--- config.mk ---
export PLATFORM = sky130hd
export DESIGN_NAME = pc_branch_sequencer
export DESIGN_NICKNAME = d
export VERILOG_FILES = /design/src/rtl/pc_branch_sequencer.sv
export SDC_FILE = /design/constraint.sdc
export NUM_CORES = 1
export LEC_CHECK = 0
export CORE_UTILIZATION = 48
export DETAILED_ROUTE_END_ITERATION = 10
export PLACE_DENSITY_LB_ADDON = 0.2
export SETUP_SLACK_MARGIN = 0.3
export SLEW_MARGIN = 15
export SYNTH_ARGS = -nofsm -noshare
export SYNTH_HDL_FRONTEND = slang
export SYNTH_SLANG_ARGS = --single-unit
export TNS_END_PERCENT = 50
--- constraint.sdc ---
create_clock -name clk -period 2.8 [get_ports clk]
set_input_delay 0.42 -clock clk [delete_from_list [all_inputs] [get_ports clk]]
set_output_delay 0.42 -clock clk [all_outputs]
set_load 0.02 [all_outputs]
--- src/rtl/pc_branch_sequencer.sv ---
// Multi-cycle fetch-path PC sequencer: FETCH handshake, EXEC branch wait, PC update.
// Define PC_BR_WRAP_FAULT_EN to turn out-of-range taken-branch targets into a sticky fault.
module pc_branch_sequencer #(
  parameter int              PC_W     = 8,
  parameter logic [PC_W-1:0] RESET_PC = '0
) (
  input  logic            clk,
  input  logic            rst,
  input  logic            start,
  input  logic            halt_req,
  output logic            fetch_valid,
  output logic [PC_W-1:0] fetch_addr,
  input  logic            fetch_ready,
  input  logic            resp_valid,
  input  logic            br_taken,
  input  logic [3:0]      br_off,
  output logic [PC_W-1:0] pc,
  output logic            busy,
  output logic [15:0]     instr_count,
  output logic            fault
);

  typedef enum logic [1:0] {IDLE, FETCH, EXEC} state_t;

  state_t          state, state_nxt;
  logic [PC_W-1:0] pc_nxt;
  logic [15:0]     count_nxt;
  logic            halt_pending, halt_nxt;

  logic [PC_W-1:0] off_ext;
  logic [PC_W-1:0] seq_pc;
  logic [PC_W-1:0] br_target;

  assign off_ext = PC_W'($signed({br_off, 2'b00}));
  assign seq_pc  = pc + PC_W'(4);

`ifdef PC_BR_WRAP_FAULT_EN
  // Two extra bits hold the true signed sum so an out-of-range target is visible.
  logic [PC_W+1:0] br_sum_ext;
  logic            br_wrap;
  logic            fault_q, fault_nxt;

  assign br_sum_ext = {2'b00, pc} + (PC_W+2)'(4) + {{2{off_ext[PC_W-1]}}, off_ext};
  assign br_target  = br_sum_ext[PC_W-1:0];
  assign br_wrap    = |br_sum_ext[PC_W+1:PC_W];
  assign fault      = fault_q;
`else
  assign br_target  = seq_pc + off_ext;
  assign fault      = 1'b0;
`endif

  assign fetch_valid = (state == FETCH);
  assign fetch_addr  = pc;
  assign busy        = (state != IDLE);

  always_comb begin
    state_nxt = state;
    pc_nxt    = pc;
    count_nxt = instr_count;
    halt_nxt  = halt_pending;
`ifdef PC_BR_WRAP_FAULT_EN
    fault_nxt = fault_q;
`endif
    case (state)
      IDLE: begin
        if (start) begin
          state_nxt = FETCH;
          halt_nxt  = 1'b0;
`ifdef PC_BR_WRAP_FAULT_EN
          fault_nxt = 1'b0;
`endif
        end
      end
      FETCH: begin
        if (halt_req) halt_nxt = 1'b1;
        if (fetch_ready) state_nxt = EXEC;
      end
      EXEC: begin
        if (halt_req) halt_nxt = 1'b1;
        if (resp_valid) begin
`ifdef PC_BR_WRAP_FAULT_EN
          if (br_taken && br_wrap) begin
            fault_nxt = 1'b1;
            state_nxt = IDLE;
          end else begin
`else
          begin
`endif
            pc_nxt    = br_taken ? br_target : seq_pc;
            count_nxt = (instr_count == 16'hFFFF) ? instr_count : instr_count + 16'd1;
            state_nxt = (halt_pending || halt_req) ? IDLE : FETCH;
          end
        end
      end
      default: state_nxt = IDLE;
    endcase
  end

  always_ff @(posedge clk) begin
    if (rst) begin
      state        <= IDLE;
      pc           <= RESET_PC;
      instr_count  <= '0;
      halt_pending <= 1'b0;
    end else begin
      state        <= state_nxt;
      pc           <= pc_nxt;
      instr_count  <= count_nxt;
      halt_pending <= halt_nxt;
    end
  end

`ifdef PC_BR_WRAP_FAULT_EN
  always_ff @(posedge clk) begin
    if (rst) fault_q <= 1'b0;
    else     fault_q <= fault_nxt;
  end
`endif

endmodule
==> results of run 1 <==
[synthesized netlist by cell type (2+ instances only)]
library cell / count
sky130_fd_sc_hd__xor2_1: 9
sky130_fd_sc_hd__nor2b_1: 2
sky130_fd_sc_hd__mux2i_1: 4
sky130_fd_sc_hd__and3_1: 3
sky130_fd_sc_hd__clkbuf_1: 3
sky130_fd_sc_hd__or4_1: 2
sky130_fd_sc_hd__and4_1: 2
sky130_fd_sc_hd__or3_1: 6
sky130_fd_sc_hd__xnor2_1: 2
sky130_fd_sc_hd__buf_4: 11
sky130_fd_sc_hd__nor3_1: 7
sky130_fd_sc_hd__a21o_1: 2
sky130_fd_sc_hd__a21oi_1: 15
sky130_fd_sc_hd__and3_2: 2
sky130_fd_sc_hd__inv_1: 9
sky130_fd_sc_hd__nand2_1: 10
sky130_fd_sc_hd__a211oi_1: 4
sky130_fd_sc_hd__a31oi_1: 2
sky130_fd_sc_hd__ha_1: 12
sky130_fd_sc_hd__o31ai_1: 2
sky130_fd_sc_hd__o211ai_1: 2
sky130_fd_sc_hd__nor2_1: 24
sky130_fd_sc_hd__dfxtp_1: 25
sky130_fd_sc_hd__o21ai_0: 11
sky130_fd_sc_hd__nand4_1: 2
sky130_fd_sc_hd__buf_6: 4
sky130_fd_sc_hd__nand3_1: 8
sky130_fd_sc_hd__o2111ai_1: 2
[power breakdown]
group,switching (W),total [W],internal (W)
logic,0.000140,0.000265,0.000125
registers,0.0000182,0.000390,0.000372
clock network,0.000109,0.000163,0.0000544
[final timing paths]
kind                   startpoint               to  slack, ns  cells after the start
setup / recovery    fetch_addr[2]    fetch_addr[7]       0.44                      9
hold / removal    instr_count[11]  instr_count[11]       0.52                      2
setup reg to reg    fetch_addr[2]    fetch_addr[7]       0.44                      9
hold reg to reg   instr_count[11]  instr_count[11]       0.52                      2
[per-layer routing]
layer  vias up  share of wire (%)  global-route usage (%)
li1        791                  -                       -
met1       693                 50                    28.2
met2        30                 46                    29.0
met3         2                3.7                    2.94
met4         0               0.50                    5.71
met5         -                  0                       0
[timing repair]
item / CTS / global route
setup endpoints to repair: 0 / 1
resized for setup: 0 / 10
setup buffers: 0 / 4
[metrics by stage]
stage	power, W	utilization (%)
after floorplan	0.000579	-
after global routing	0.000880	63.7
after CTS	0.000819	61.6
after detailed placement	0.000653	60.7
final	0.000819	63.7
after global placement	0.000650	60.7
[critical path, cell delays in order, from the launching register on]
cell and delay (ns):
sky130_fd_sc_hd__dfxtp_4 0.39, sky130_fd_sc_hd__ha_2 0.22, sky130_fd_sc_hd__nand3_2 0.12, sky130_fd_sc_hd__xnor2_2 0.24
sky130_fd_sc_hd__ha_4 0.25, sky130_fd_sc_hd__nand4b_1 0.08, sky130_fd_sc_hd__o311ai_0 0.13, sky130_fd_sc_hd__nor3_1 0.27
sky130_fd_sc_hd__mux2i_1 0.22, sky130_fd_sc_hd__mux2_2 0.34
[sequential cells by signal, summed over array words and instances (netlist names)]
| signal | cells |
|---|---|
| state | 2 |
| instr_count | 16 |
| halt_pending | 1 |
| fetch_addr | 6 |
[area by class of cell]
cell class / count / area, µm²
sequential: 25 / 508
tap: 46 / 57.6
clock inverter: 1 / 7.51
clock buffer: 3 / 22.5
inverter: 9 / 33.8
multi-input combinational: 156 / 1060
fill: 321 / 1220
timing repair buffer: 47 / 453
[cells by family (layout without fill, tap and decap cells)]
family,count (synthesis),after routing,synth area share [%]
AO/OA/AOI/OAI,46,46,17.0
buffers and inverters,28,60,10.9
multiplexers,5,5,3.02
flip-flops,25,25,29.5
adder cells (fa/ha/maj),13,13,10.0
other,1,5,0.221
AND/OR/NAND/NOR,76,76,23.7
XOR/XNOR,11,11,5.67
==> impl_metrics.py, run 1 <==
metrics = {
    "status": {
        "run_status": "finished clean",
    },
    "die": {
        "io_pins": 46,
        "design.core.area_um2": 3360,
        "chipHeight_um": 61.5,
        "die_area_um2": 3780,
        "effective_utilization_at_floorplan_pct": 50.5,
        "placementRows": 21,
        "fp.dieW_um": 61.5,
    },
    "synthesis": {
        "synth_sequential_area_ratio_pct": 29.5,
        "synth_area_leaders": "sky130_fd_sc_hd__dfxtp_1 29%, sky130_fd_sc_hd__ha_1 8.8%, sky130_fd_sc_hd__nor2_1 5.3%, sky130_fd_sc_hd__buf_4 4.9%, sky130_fd_sc_hd__xor2_1 4.6%",
        "ys_types": 46,
        "ys_ff_latch": 25,
        "synth.largest_area_cell": "sky130_fd_sc_hd__dfxtp_1",
        "postSynthCellCount": 205,
        "synthesis.area_per_instance_um2": 8.28,
        "synth_enable_flop_cells": 0,
        "top_cell_type_s_share_of_synthesized_area_pct": 29.5,
        "syn-cell-area_um2": 1700,
        "yosys_warnings": 0,
        "postSynth.asyncResetShare_pct": 0,
        "synth_flop_cell": "sky130_fd_sc_hd__dfxtp_1",
    },
    "cts": {
        "cts_hold_buf": 0,
        "clockRootBuffer": "sky130_fd_sc_hd__clkbuf_4",
        "h-tree-depth": 1,
        "cts_max_path_buffers": 2,
        "insertion_delay_ns": 0.31,
        "tritoncts.num_buffers": 3,
        "cts_tree": "done",
        "cts_clk_pin_slew_worst_paths_ns": 0.15,
        "cts.sink_count": 25,
    },
    "final_layout": {
        "antenna-diode-count": 0,
        "drive_gt1_share_pct": 9.96,
        "area_growth_syn_to_layout_pct": 26.2,
        "final_cell_mix": "40 x sky130_fd_sc_hd__clkdlybuf4s50_1, 24 x sky130_fd_sc_hd__nor2_1, 23 x sky130_fd_sc_hd__dfxtp_1, 15 x sky130_fd_sc_hd__a21oi_1",
        "layout_commonest_cell": "sky130_fd_sc_hd__clkdlybuf4s50_1",
        "net_count_final": 266,
        "instances_no_fill": 287,
        "postLayoutCellArea_um2": 2140,
    },
    "setup_path": {
        "cp-start-kind": "flip-flop",
        "timing.critical_path.arrival_ns": 2.58,
        "worst_ep_required_time_ns": 3.01,
        "crit_path_max_fanout": 6,
        "setup.worst_path.class": "reg -> reg",
        "end_kind": "flip-flop",
    },
    "sta": {
        "max_freq_ghz": 0.423,
        "postLayoutSetupSlackWorst_ns": 0.437,
        "timing.setup.tns_ns": 0,
        "whs_ns": 0.525,
        "setup_viol": 0,
        "layout_min_cycle_time_ns": 2.36,
        "final-max-slew-violation-count": 0,
        "hold_violations": 0,
        "skew_ns": 0.0126,
        "layout_worst_path_cycle_share_pct": 84.4,
        "rsz0062_at_grt": "no",
    },
    "global_routing": {
        "first_global_vias": 1241,
        "grt_util_all_layers_pct": 19.2,
        "largest_net_degree_at_the_start_of_global_routing": 27,
        "grt_antenna_before_repair": 0,
        "grt_first_pass_wirelength_um": 5440,
        "grt_remaining_overflow": 0,
    },
    "drt": {
        "route.vias.total": 1516,
        "detailed_routing_iteration_count_for_the_pre_antenna_repair_pass": 4,
        "antenna_violating_nets_post_route": 0,
        "drt-wirelength-per-cell_um": 11.9,
        "vias_per_cell": 5.28,
        "number_of_design_rule_violations_left_after_detail_routing": 0,
        "routed_wl_um": 3430,
        "drtIter0Drc": 62,
    },
    "placement": {
        "routabilityCongestion": 0.809,
        "placedCellCount": 279,
        "post_detail_place_hpwl_um": 2470,
        "port_buffers": 40,
        "post_dp_cell_area_um2": 2040,
        "detailedPlace.worstSlack_ns": 0.193,
    },
    "power_and_ir_drop": {
        "irDropWorstVdd_v": 0.000397,
        "power.density_cell_area_nw_per_um2": 382,
        "static-leakage-power_nw": 0.816,
    },
    "run": {
        "drv_cap": 0,
    },
    "hold_path": {
        "worst_hold_path_type": "reg -> reg",
    },
}
Power figures use the tool's default switching activity.
==> inputs of run 2 (changes only) <==
--- a/config.mk
+++ b/config.mk
@@ -5,7 +5,7 @@
 export SDC_FILE = /design/constraint.sdc
 export NUM_CORES = 1
 export LEC_CHECK = 0
-export CORE_UTILIZATION = 48
+export CORE_UTILIZATION = 44
 export DETAILED_ROUTE_END_ITERATION = 10
 export PLACE_DENSITY_LB_ADDON = 0.2
 export SETUP_SLACK_MARGIN = 0.3
==> constraint.sdc (replaced) <==
create_clock -name clk -period 1.9 [get_ports clk]
set_input_delay 0.285 -clock clk [delete_from_list [all_inputs] [get_ports clk]]
set_output_delay 0.285 -clock clk [all_outputs]
set_load 0.02 [all_outputs]
==> run 2 against run 1 <==
Effect of this change:
- the run now ends with negative setup slack left
- register-to-register slack lost 0.73 ns
- sequential power grew 47%
- core utilization grew 3.0 points
- first-iteration DRC count grew 8.1%
- critical path type unchanged
==> impl_metrics.py, run 2 (synthesis gave the netlist of run 1 again) <==
metrics = {
    "setup_path": {
        "setup.worst_path.class": "reg -> reg",
        "end_kind": "flip-flop",
        "critical-path-slowest-cell": "sky130_fd_sc_hd__dfxtp_4",
        "worst_ep_required_time_ns": 2.07,
        "worstPathBufferInverterCount": 0,
        "timing.critical_path.max_delay_family": "multiplexers",
        "cp-start-kind": "flip-flop",
        "crit_path_max_fanout": 3,
        "critPathMaxStageDelay_ns": 0.37,
        "timing.critical_path.arrival_ns": 2.36,
        "ordered_cell_list_for_the_critical_path": "ha_4, xor2_1, ha_2, o21ai_2, o2111a_1, nor3_2, mux2i_1, mux2_2",
    },
    "placement": {
        "placedCellCount": 298,
        "port_buffers": 40,
        "post_detail_place_hpwl_um": 2720,
        "post_dp_cell_area_um2": 2280,
        "detailedPlace.worstSlack_ns": -0.426,
        "routabilityCongestion": 0.811,
    },
    "sta": {
        "timing.setup.tns_ns": -0.950,
        "postLayoutSetupSlackWorst_ns": -0.293,
        "hold_violations": 0,
        "max_freq_ghz": 0.456,
        "skew_ns": 0.00690,
        "final-max-slew-violation-count": 0,
        "rsz0062_at_grt": "yes",
        "layout_min_cycle_time_ns": 2.19,
        "setup_viol": 4,
        "layout_worst_path_cycle_share_pct": 115,
    },
    "global_routing": {
        "largest_net_degree_at_the_start_of_global_routing": 24,
        "grt_antenna_before_repair": 0,
        "grt_util_all_layers_pct": 19.8,
        "grt_first_pass_wirelength_um": 6560,
        "grt_remaining_overflow": 0,
        "first_global_vias": 1476,
    },
    "drt": {
        "detailed_routing_iteration_count_for_the_pre_antenna_repair_pass": 4,
        "number_of_design_rule_violations_left_after_detail_routing": 0,
        "route.vias.total": 1632,
        "vias_per_cell": 5.30,
        "antenna_violating_nets_post_route": 0,
        "routed_wl_um": 3830,
        "drtIter0Drc": 67,
        "drt-wirelength-per-cell_um": 12.4,
    },
    "die": {
        "die_area_um2": 4110,
        "io_pins": 46,
        "design.core.area_um2": 3690,
        "chipHeight_um": 64.1,
        "fp.dieW_um": 64.1,
        "effective_utilization_at_floorplan_pct": 46.0,
        "placementRows": 22,
    },
    "final_layout": {
        "area_growth_syn_to_layout_pct": 45.0,
        "final_cell_mix": "23 x sky130_fd_sc_hd__nor2_1, 23 x sky130_fd_sc_hd__buf_4, 20 x sky130_fd_sc_hd__clkdlybuf4s50_1, 13 x sky130_fd_sc_hd__a21oi_1, 13 x sky130_fd_sc_hd__dfxtp_2",
        "seq_area_um2": 543,
        "net_count_final": 285,
        "finalCoreUtilization_pct": 66.7,
        "final.fill_count": 339,
        "antenna-diode-count": 0,
        "drive_gt1_share_pct": 31.2,
        "largest_register_ff_count": 16,
        "instances_no_fill": 308,
        "multi_input_comb_area_um2": 1170,
        "registers.top_by_ff_count": "instr_count",
        "postLayoutCellArea_um2": 2460,
    },
    "run": {
        "drv_cap": 0,
    },
    "cts": {
        "cts_clk_pin_slew_worst_paths_ns": 0.10,
        "cts_hold_buf": 0,
        "cts.sink_count": 25,
        "clockRootBuffer": "sky130_fd_sc_hd__clkbuf_8",
        "insertion_delay_ns": 0.28,
        "cts_tree": "done",
        "tritoncts.num_buffers": 3,
        "h-tree-depth": 1,
        "cts_max_path_buffers": 2,
    },
    "power_and_ir_drop": {
        "power.density_cell_area_nw_per_um2": 552,
        "irDropWorstVdd_v": 0.000431,
        "static-leakage-power_nw": 1.10,
    },
    "hold_path": {
        "worst_hold_path_type": "reg -> reg",
    },
    "status": {
        "run_status": "finished, violations left",
        "violated_checks": "negative setup slack",
    },
}
-- run 2: cell types whose count changed in the layout (fill, tap and decap cells not counted), sizes merged --
| cell | change |
|---|---|
| clkdlybuf4s50 | -20 |
| buf | +18 |
| dlygate4sd2 | +11 |
| dlymetal6s2s | +7 |
| clkdlybuf4s15 | +2 |
| o21ai | +1 |
-- run 2: final timing paths --
kind	startpoint	endpoint	slack, ns	cells past startpoint
max	fetch_addr[3]	fetch_addr[7]	-0.29	8
max reg2reg	fetch_addr[3]	fetch_addr[7]	-0.29	8
min reg2reg	instr_count[15]	instr_count[15]	0.50	2
min	instr_count[15]	instr_count[15]	0.50	2
-- run 2: where the power goes --
group	switching, W	leakage (nW)	internal, W
combinational	0.000237	0.863	0.000217
sequential	0.0000296	0.214	0.000544
clock	0.000183	0.0217	0.000149
total	0.000449	1.10	0.000910
-- run 2: final cells by class --
class / count / share of cell area [%]
Tap cell: 48 / 2.44
Sequential cell: 25 / 22.1
Clock buffer: 3 / 1.68
Inverter: 9 / 1.37
Timing Repair Buffer: 65 / 24.4
Clock inverter: 1 / 0.305
Multi-Input combinational cell: 157 / 47.7
-- run 2: worst min-delay path: stages, from the launching register on --
cell and delay [ns]:
sky130_fd_sc_hd__dfxtp_2 0.35, sky130_fd_sc_hd__o31ai_1 0.06, sky130_fd_sc_hd__a21oi_1 0.05
-- run 2: through the flow --
stage               total power [W]  hold slack [ns]
finish                      0.00136            0.500
floorplan                  0.000872            0.466
CTS                         0.00135            0.504
detailed placement          0.00102            0.488
global placement            0.00101            0.483
global route                0.00145            0.526
-- run 2: layer usage --
metal  vias up  wire (µm)  track usage (%)
li1        828          -                -
met1       755       1880             27.0
met2        43       1760             32.2
met3         6        135             2.14
met4         0         55             7.22
met5         -          0                0
-- run 2: repair_timing --
action	in CTS	in global routing
cloned	1	0
setup buffers	3	2
endpoints found under the setup margin	30	28
pin swaps	7	9
resized for setup	27	20
==> inputs of run 3 (changes only) <==
--- a/config.mk
+++ b/config.mk
@@ -5,9 +5,12 @@
 export SDC_FILE = /design/constraint.sdc
 export NUM_CORES = 1
 export LEC_CHECK = 0
+export CORE_MARGIN = 4
 export CORE_UTILIZATION = 44
 export DETAILED_ROUTE_END_ITERATION = 10
+export GPL_TIMING_DRIVEN = 0
 export PLACE_DENSITY_LB_ADDON = 0.2
+export RECOVER_POWER = 25
 export SETUP_SLACK_MARGIN = 0.3
 export SLEW_MARGIN = 15
 export SYNTH_ARGS = -nofsm -noshare
==> run 3 against run 2 <==
Effect of this change:
- the flow still finishes with violations (negative setup slack)
- via count increased by 4.4%
- die area increased by 20%
- count of clock-buffer cells in the layout is the same
- core utilization grew 6.0 points
- sequential share of layout area decreased by 1.8 points
- setup slack got worse by 0.032 ns
- largest power group unchanged
==> impl_metrics.py, run 3 (synthesis gave the netlist of run 1 again) <==
metrics = {
    "cts": {
        "cts_hold_buf": 0,
        "clockRootBuffer": "sky130_fd_sc_hd__clkbuf_8",
        "tritoncts.num_buffers": 3,
        "cts_max_path_buffers": 2,
        "insertion_delay_ns": 0.27,
        "h-tree-depth": 1,
        "cts.sink_count": 25,
        "cts_clk_pin_slew_worst_paths_ns": 0.10,
        "cts_tree": "done",
    },
    "global_routing": {
        "grt_first_pass_wirelength_um": 7340,
        "largest_net_degree_at_the_start_of_global_routing": 16,
        "grt_remaining_overflow": 0,
        "grt_antenna_before_repair": 0,
        "grt_util_all_layers_pct": 17.7,
        "first_global_vias": 1603,
    },
    "hold_path": {
        "min_delay_startpoint": "rst",
        "hold-path-cell-count": 2,
        "hold_end": "instr_count[12]",
        "worst_hold_path_type": "in -> reg",
    },
    "setup_path": {
        "end_kind": "flip-flop",
        "crit_path_max_fanout": 6,
        "cp-start-kind": "flip-flop",
        "rrSetupSlack_ns": -0.33,
        "timing.critical_path.arrival_ns": 2.39,
        "worst_flop_to_flop_path_startpoint": "fetch_addr[3]",
        "worst_ep_required_time_ns": 2.06,
        "regToRegEndpoint": "fetch_addr[7]",
        "setup.worst_path.class": "reg -> reg",
        "worst-r2r-cell-count": 8,
    },
    "power_and_ir_drop": {
        "power_switching_share_pct": 33.5,
        "p_switching_w": 0.000460,
        "static-leakage-power_nw": 1.24,
        "share_clk_of_total_power_pct": 23.9,
        "power.density_cell_area_nw_per_um2": 511,
        "share_comb_of_total_power_pct": 34.0,
        "share_seq_of_total_power_pct": 42.1,
        "cell_internal_pwr_w": 0.000912,
        "irDropWorstVdd_v": 0.000567,
    },
    "placement": {
        "port_buffers": 39,
        "post_dp_cell_area_um2": 2270,
        "placedCellCount": 296,
        "post_detail_place_hpwl_um": 2900,
        "routabilityCongestion": 0.830,
    },
    "drt": {
        "antenna_violating_nets_post_route": 0,
        "routed_wl_um": 4470,
        "number_of_design_rule_violations_left_after_detail_routing": 0,
        "drtIter0Drc": 114,
        "detailed_routing_iteration_count_for_the_pre_antenna_repair_pass": 4,
        "vias_per_cell": 5.32,
        "drt-wirelength-per-cell_um": 14.0,
        "route.vias.total": 1703,
    },
    "die": {
        "chipHeight_um": 70.1,
        "fp.dieW_um": 70.1,
        "die_area_um2": 4920,
        "io_pins": 46,
        "design.core.area_um2": 3690,
        "effective_utilization_at_floorplan_pct": 46.0,
        "placementRows": 22,
    },
    "final_layout": {
        "final_cell_mix": "33 x sky130_fd_sc_hd__buf_4, 22 x sky130_fd_sc_hd__nor2_1, 16 x sky130_fd_sc_hd__clkdlybuf4s50_1, 13 x sky130_fd_sc_hd__a21oi_1, 11 x sky130_fd_sc_hd__dfxtp_2",
        "largest_register_ff_count": 16,
        "instances_no_fill": 320,
        "antenna-diode-count": 0,
        "postLayoutCellArea_um2": 2680,
        "area_growth_syn_to_layout_pct": 58.1,
        "finalCoreUtilization_pct": 72.8,
        "final.fill_count": 289,
        "registers.top_by_ff_count": "instr_count",
        "net_count_final": 297,
        "drive_gt1_share_pct": 38.2,
        "layout_commonest_cell": "sky130_fd_sc_hd__buf_4",
    },
    "sta": {
        "setup_viol": 3,
        "hold_violations": 0,
        "postLayoutSetupSlackWorst_ns": -0.325,
        "rsz0062_at_grt": "yes",
        "layout_min_cycle_time_ns": 2.23,
        "layout_worst_path_cycle_share_pct": 117,
        "skew_ns": 0.00631,
        "max_freq_ghz": 0.449,
        "whs_ns": 0.199,
        "final-max-slew-violation-count": 0,
    },
    "status": {
        "run_status": "finished, violations left",
        "violated_checks": "negative setup slack",
    },
    "run": {
        "drv_cap": 0,
    },
}
## run 3: cell types whose count changed in the layout (fill, tap and decap cells not counted), moves of 2 or more
cell                              previous run  this run
sky130_fd_sc_hd__buf_4                      23        33
sky130_fd_sc_hd__ha_2                        4         0
sky130_fd_sc_hd__dlygate4sd2_1              11         7
sky130_fd_sc_hd__clkdlybuf4s50_1            20        16
sky130_fd_sc_hd__buf_6                       2         7
sky130_fd_sc_hd__dlymetal6s2s_1              7         9
sky130_fd_sc_hd__clkbuf_1                    0         3
sky130_fd_sc_hd__ha_4                        3         8
sky130_fd_sc_hd__dfxtp_2                    13        11
sky130_fd_sc_hd__nand3_1                     7         5
## run 3: how the worst max path moves through the flow
stage | from | end | slack (ns)
global route | fetch_addr[2] | fetch_addr[7] | -0.42
finish | fetch_addr[3] | fetch_addr[7] | -0.33
CTS | fetch_addr[3] | fetch_addr[7] | -0.29
global placement | br_off[3] | fetch_addr[7] | -0.47
floorplan | fetch_addr[2] | fetch_addr[7] | -0.26
detailed placement | br_off[1] | fetch_addr[7] | -0.51
## run 3: per-layer routing
metal | track usage (%) | routed length, µm
met3 | 1.87 | 208
met4 | 1.49 | 10
met2 | 30.5 | 2180
met5 | 0 | 0
met1 | 24.7 | 2070
## run 3: critical path, cell delays in order (launching register included)
cell                       delay, ns
sky130_fd_sc_hd__dfxtp_4        0.39
sky130_fd_sc_hd__ha_4           0.18
sky130_fd_sc_hd__xor2_2         0.16
sky130_fd_sc_hd__ha_4           0.29
sky130_fd_sc_hd__o21ai_4        0.06
sky130_fd_sc_hd__o2111a_1       0.25
sky130_fd_sc_hd__nor3_2         0.22
sky130_fd_sc_hd__mux2i_1        0.23
sky130_fd_sc_hd__mux2_2         0.35
## run 3: layout make-up
cell class | instances | area [µm²] | share of cell area [%]
timing repair buffer | 59 | 539 | 20.1
inverter | 9 | 33.8 | 1.26
buffer | 19 | 161 | 6.01
multi-input combinational | 156 | 1300 | 48.3
clock buffer | 3 | 41.3 | 1.54
sequential | 25 | 544 | 20.3
clock inverter | 1 | 7.51 | 0.280
tap | 48 | 60.1 | 2.24
## run 3: power groups by stage
| stage | Combinational, W | Sequential (W) | Clock (W) |
|---|---|---|---|
| finish | 0.000466 | 0.000578 | 0.000329 |
| global route | 0.000512 | 0.000583 | 0.000355 |
| CTS | 0.000456 | 0.000575 | 0.000328 |
| detailed placement | 0.000422 | 0.000584 | 0 |
| floorplan | 0.000284 | 0.000588 | 0 |
| global placement | 0.000416 | 0.000583 | 0 |
## run 3: timing repair
action                     CTS  global route
setup endpoints to repair   30            25
cloned                       1             0
pin swaps                   19             5
setup buffers               13             6
resized for setup           46            24
## run 3: metrics by stage
| stage | setup TNS, ns | setup slack [ns] | total power (W) |
|---|---|---|---|
| after floorplan | -0.265 | -0.265 | 0.000872 |
| after global placement | -0.925 | -0.472 | 0.000999 |
| after detailed placement | -1.09 | -0.510 | 0.00101 |
| after CTS | -0.516 | -0.294 | 0.00136 |
| after global routing | -0.947 | -0.421 | 0.00145 |
| final | -0.579 | -0.325 | 0.00137 |
